==> src/rtl/pn_generator_param.sv <==
`default_nettype none
// ============================================================================
// Module   : pn_generator_param
// Purpose  : Fibonacci LFSR PN source, OUT_BITS bits per advance, valid/ready out
// Revision : 1.0
// ============================================================================
module pn_generator_param #(
    parameter int unsigned       WIDTH    = 4,
    parameter logic [WIDTH-1:0]  TAPS     = 4'b0011,
    parameter logic [WIDTH-1:0]  SEED     = 4'b1011,
    parameter int unsigned       OUT_BITS = 1
) (
    input  logic                clk,
    input  logic                rst_n,
    input  logic                en,
    input  logic                load,
    input  logic [WIDTH-1:0]    seed_in,
    output logic [OUT_BITS-1:0] out_data,
    output logic                out_valid,
    input  logic                out_ready,
    output logic                epoch,
    output logic                seed_err,
    output logic [WIDTH-1:0]    state_out
);

    logic [WIDTH-1:0]    state_q,     state_d;
    logic [WIDTH-1:0]    start_q,     start_d;
    logic [OUT_BITS-1:0] out_data_q,  out_data_d;
    logic                out_valid_q, out_valid_d;
    logic                epoch_q,     epoch_d;
    logic                seed_err_q,  seed_err_d;

    logic [WIDTH-1:0]    adv_state;
    logic [OUT_BITS-1:0] adv_word;
    logic                advance;
    logic                seed_zero;

    function automatic logic [WIDTH-1:0] lfsr_step(input logic [WIDTH-1:0] s);
        return {^(s & TAPS), s[WIDTH-1:1]};
    endfunction

    // OUT_BITS serial steps unrolled; word bit k is the bit shifted out by step k.
    always_comb begin
        adv_state = state_q;
        adv_word  = '0;
        for (int k = 0; k < OUT_BITS; k++) begin
            adv_word[k] = adv_state[0];
            adv_state   = lfsr_step(adv_state);
        end
    end

    assign advance   = en && !load && (!out_valid_q || out_ready);
    assign seed_zero = (seed_in == '0);

    always_comb begin
        state_d     = state_q;
        start_d     = start_q;
        out_data_d  = out_data_q;
        out_valid_d = out_valid_q;
        epoch_d     = 1'b0;
        seed_err_d  = seed_err_q;

        if (load) begin
            // A load flushes any pending word, even one being accepted this cycle.
            out_valid_d = 1'b0;
            if (seed_zero) begin
                state_d    = SEED;
                start_d    = SEED;
                seed_err_d = 1'b1;
            end else begin
                state_d    = seed_in;
                start_d    = seed_in;
                seed_err_d = 1'b0;
            end
        end else if (advance) begin
            state_d     = adv_state;
            out_data_d  = adv_word;
            out_valid_d = 1'b1;
            epoch_d     = (adv_state == start_q);
        end else if (out_valid_q && out_ready) begin
            out_valid_d = 1'b0;
        end
    end

    always_ff @(posedge clk or negedge rst_n) begin
        if (!rst_n) begin
            state_q     <= SEED;
            start_q     <= SEED;
            out_data_q  <= '0;
            out_valid_q <= 1'b0;
            epoch_q     <= 1'b0;
            seed_err_q  <= 1'b0;
        end else begin
            state_q     <= state_d;
            start_q     <= start_d;
            out_data_q  <= out_data_d;
            out_valid_q <= out_valid_d;
            epoch_q     <= epoch_d;
            seed_err_q  <= seed_err_d;
        end
    end

    assign out_data  = out_data_q;
    assign out_valid = out_valid_q;
    assign epoch     = epoch_q;
    assign seed_err  = seed_err_q;
    assign state_out = state_q;

endmodule
`default_nettype wire

==> config.mk <==
export PLATFORM = sky130hd
export DESIGN_NAME = pn_generator_param
export DESIGN_NICKNAME = d
export VERILOG_FILES = /design/src/rtl/pn_generator_param.sv
export SDC_FILE = /design/constraint.sdc
export NUM_CORES = 1
export LEC_CHECK = 0
export CAP_MARGIN = 10
export CORE_MARGIN = 2
export CORE_UTILIZATION = 48
export DETAILED_ROUTE_END_ITERATION = 12
export PLACE_DENSITY_LB_ADDON = 0.08
export SYNTH_ARGS = -nofsm -noshare
export SYNTH_HDL_FRONTEND = slang
export SYNTH_SLANG_ARGS = --single-unit
==> constraint.sdc <==
create_clock -name clk -period 3.45 [get_ports clk]
set_clock_uncertainty 0.15 [all_clocks]
set_input_delay 0.345 -clock clk [delete_from_list [all_inputs] [get_ports clk]]
set_output_delay 0.345 -clock clk [all_outputs]
set_load 0.05 [all_outputs]
# Word-level counts from Yosys, hierarchy flattened
# Index checks and enable logic that the tools add are counted.
[op_classes] n_bitwise=1 muxes=9 n_reduce_logical=11 eq_ne=1
[ops] op="two-way mux 4 bit" count=3
[ops] op="two-way mux 1 bit" count=6
[ops] op="== test 4 bit" count=1
[ops] op="zero test 4 bit" count=1
[ops] op="parity 4 bit" count=1
[ops] op="logical AND 1 bit" count=3
[ops] op="nonzero test 3 bit" count=1
[ops] op="zero test 1 bit" count=2
[ops] op="AND reduction 2 bit" count=1
[ops] op="nonzero test 2 bit" count=1
[ops] op="logical OR 1 bit" count=1
[ops] op="inverter 1 bit" count=1
[totals] input_bits=9 regBits=12 out_inout_bits=8

# Longest topological paths before layout
[depth] depth_word=5 mapped_depth=4 ltp_nobuf=3

# Worst setup path after synthesis
# Ideal clock, no wire load.
[synth_path] kind="register -> register" start="reg out_valid_q (netlist: out_valid)" end="reg out_data_q (netlist: out_data)" path_stages_with_launch=4 setup_ns=0.125 synth_period_minus_slack_ns=1.470 arrival_time_ns=1.195 setup_slack_ns=1.980 n_path_buf=0 cell_sequence="dfrtp_1 > nand2b_4 > nand3b_1 > mux2_2"
[synth_between] elab_chain_len=4
[synth_rtl] item="start: declaration" line="29" rtl="logic out_valid_q, out_valid_d;"
[synth_rtl] item="start signal: assignment" line="97" rtl="out_valid_q <= out_valid_d;"
[synth_rtl] item="zero test 1 bit" line="52" rtl="assign advance = en && !load && (!out_valid_q || out_ready);"
[synth_rtl] item="logical OR 1 bit" line="52"
[synth_rtl] item="logical AND 1 bit" line="52"
[synth_rtl] item="AND reduction 2 bit (no line)"
[synth_rtl] item="end signal: assignment" line="96" rtl="out_data_q <= out_data_d;"
[synth_rtl] item="end: declaration" line="28" rtl="logic [OUT_BITS-1:0] out_data_q, out_data_d;"
# Every way passes these cells.
# A chain may end at the register's enable or synchronous reset.

# Worst setup path in the final report
[layout_path] start="reg state_q[1] (netlist: state_out[1])" end="out state_out[1]"
[layout_rtl] item="start: declaration" line="26" rtl="logic [WIDTH-1:0] state_q, state_d;"
[layout_rtl] item="start signal: assignment" line="94" rtl="state_q <= state_d;"
[layout_rtl] item="end: declaration" line="23" rtl="output logic [WIDTH-1:0] state_out"
# No word-level cell between the ends.

==> results.md <==
* Final hold slack at 0.261 ns
* Final Max Tran Viols at 0
* Leak Pwr at 0.000320 µW
* Cell Rows at 13
* Max incr delay on CP at 0.81 ns
* Core area at 0.00125 mm²
* IO Pins at 17
* Main combinational cell family by area after synthesis: simple AND/OR/NAND/NOR gates
* WP data required at 2.95 ns
* Cell Area, Placed at 783 µm²
* Clock share of power at 28.0%
* Starting Density at 50.0%
* TritonCTS clock tree: yes
* Int Pwr at 273 µW
* Final hold violation count at 0
* Fraction of layout cells with a size suffix above 1 at 21.3%
* Root buffer cell: clkbuf_4
* Min cycle time layout at 2.17 ns
* CP Cell Sequence: clkdlybuf4s50_1
* Vias in the first global route at 416
* Post-synth top flop: dfstp_2
* Die W at 40.1 µm
* Worst-case reg-to-reg path depth at 3
* R2r endpoint: state_out[3]
* CTS resizes at 0
* Critical-path maximum fanout at 4
* Total gr overflow at 0
* Min-delay worst type: input pin to asynchronous set/reset pin
* Skew-Pair Late Insertion Delay at 0.27 ns
* CTS Hold Bufs at 0
* Die H at 40.1 µm
* Critical path depth at 1
* CP top delay family: buffers and inverters
* Period Utilization, post-route at 63.0%
* Slew HR at 63.7%
* Nature of the critical path startpoint: register
* Worst path arrival time at 1.68 ns
* Max clock buf depth at 2
* Via density at 5.24
* RR Startpoint: state_out[1]
* Cell area after layout at 820 µm²
* RSZ-0062 raised after global routing: false
* FF+latch count, synth at 12
* Layout area overhead at 30.7%
* CP Buf/Inv Count at 1
* Drt first-iter violations at 2
* Crit Path Category: register to output pin
* Antenna viol nets, final at 0
* Post-Syn Area at 627 µm²
* Avg Inst Size Synth at 11.0 µm²
* Final setup fails at 0
* Slowest-stage cell, CP: clkdlybuf4s50_1
* Status: completed
* IO buf count at 16
* Nature of the critical path endpoint: output pin
* Comb power frac at 28.5%
* P_sw at 131 µW
* WL/cell at 12.5 µm
* CTS Buf Count at 3
* Drt first pass iters at 3
* CTS H-Tree Depth at 1
* Switching share of power at 32.5%
* Simple-gate share of the synthesized area at 26.5%
* Most frequent cells in the layout: 16 x clkdlybuf4s50_1, 10 x nor2_1, 6 x dfrtp_1, 6 x dfstp_2, 4 x nor3_1
* Full die area at 0.00161 mm²
* Post-Synthesis Cells at 57
* Compound-Gate Fraction of Synth Area at 7.78%
* Initial antenna violation count at 0
* Synthesized net count at 66
* WL final at 1.13 mm
* Internal reg-to-reg setup slack at 2.15 ns
* Sequential element share of the synthesized area at 49.1%
* Gpl congestion at 0.730
* Mux contribution to synthesized area at 3.59%
* Share of the synthesized area in the top cell type at 25.1%
* Worst Tran Pin Value at 0.543 ns
* Total GRT Usage at 18.4%
* Post-route insts no fill at 90
* Crit path setup slack, layout at 1.28 ns
* Vias at 472
* Cell total after placement at 86
* Synth area leaders: dfstp_2 25%, dfrtp_1 24%, nor2_1 6.0%
* Most common cell after layout, fill and taps aside: clkdlybuf4s50_1
* Clock sinks at 12
* Post-synth top area cell: dfstp_2
* VDD IR max at 0.265 mV
* Reg power frac at 43.5%
* Diode count at 0
* Adder-cell share of the synthesized area at 0%
* Xor and xnor area share after synthesis at 8.18%
* FFs w/ async S/R, synth at 100%
* Yosys cell types at 25
* Remaining routing DRC violations at 0
* First-pass GRT wire length at 1.86 mm
* Max_cap viols at 0
* Nets at 85
* Post-CTS Setup Inserts at 0
* Setup WS pre-CTS at 1.49 ns
* Max Fclk at 460 MHz
* PwrDens at 494 mW/mm²
* Worst-path clk slew at 0.08 ns
* Pin count of the biggest net entering global routing at 19
* Post-synth EDFFs at 0
* Syn. warnings at 0
* Sum of negative setup slack at 0 ns
-- how the worst max path moves through the flow --
stage / end / slack [ns] / from
floorplan: out_data / 1.98 / out_valid
global placement: out_data / 1.49 / load
detailed placement: out_data / 1.49 / load
CTS: state_out[1] / 1.26 / state_out[1]
global route: state_out[1] / 1.23 / state_out[1]
finish: state_out[1] / 1.28 / state_out[1]
-- logic make-up (layout without fill, tap and decap cells) --
family	Yosys count	in the layout
mux	2	2
compound gates	6	6
xor+xnor	5	5
buf+inv	4	22
flops	12	12
simple gates	28	28
-- metrics by stage --
stage                     total power (µW)  utilization (%)
after detailed placement               295             62.5
after global placement                 294             62.5
final                                  405             65.4
after CTS                              411             65.4
after global routing                   431             65.4
after floorplan                        254                -
-- sequential cells by signal, indices dropped and copies added, names as in the netlist --
register / cells
out_valid: 1
out_data: 1
state_out: 4
epoch: 1
start_q: 4
seed_err: 1
-- layout make-up --
cell class	instances	area, µm²
well taps	15	18.8
clock buffers	4	36.3
inverters	2	7.51
multi-input cells	41	289
repair buffers	16	160
fillers	120	433
flip-flops and latches	12	308
-- cell usage after synthesis (all sizes together) (2+ instances only) --
library cell  count
a211oi            4
buf               2
dfrtp             6
dfstp             6
inv               2
mux2              2
nand2             2
nor2             10
nor3              4
nor3b             3
nor4b             2
xnor2             3
xor2              2
-- metal layers --
| layer | track usage, % | wire length (µm) | up-vias |
|---|---|---|---|
| met3 | 5.00 | 46 | 2 |
| met2 | 26.2 | 561 | 12 |
| met4 | 10.3 | 4 | 0 |
| met1 | 24.7 | 516 | 221 |
| li1 | - | - | 237 |
| met5 | 0 | 0 | - |
-- power groups by stage --
stage / Sequential (µW) / Clock (µW) / Combinational, µW
final: 176 / 113 / 115
after floorplan: 213 / 0 / 40.8
after global routing: 179 / 126 / 126
after CTS: 176 / 118 / 116
after detailed placement: 179 / 0 / 116
after global placement: 179 / 0 / 115
Note: power is estimated with default switching activity, not from simulation.
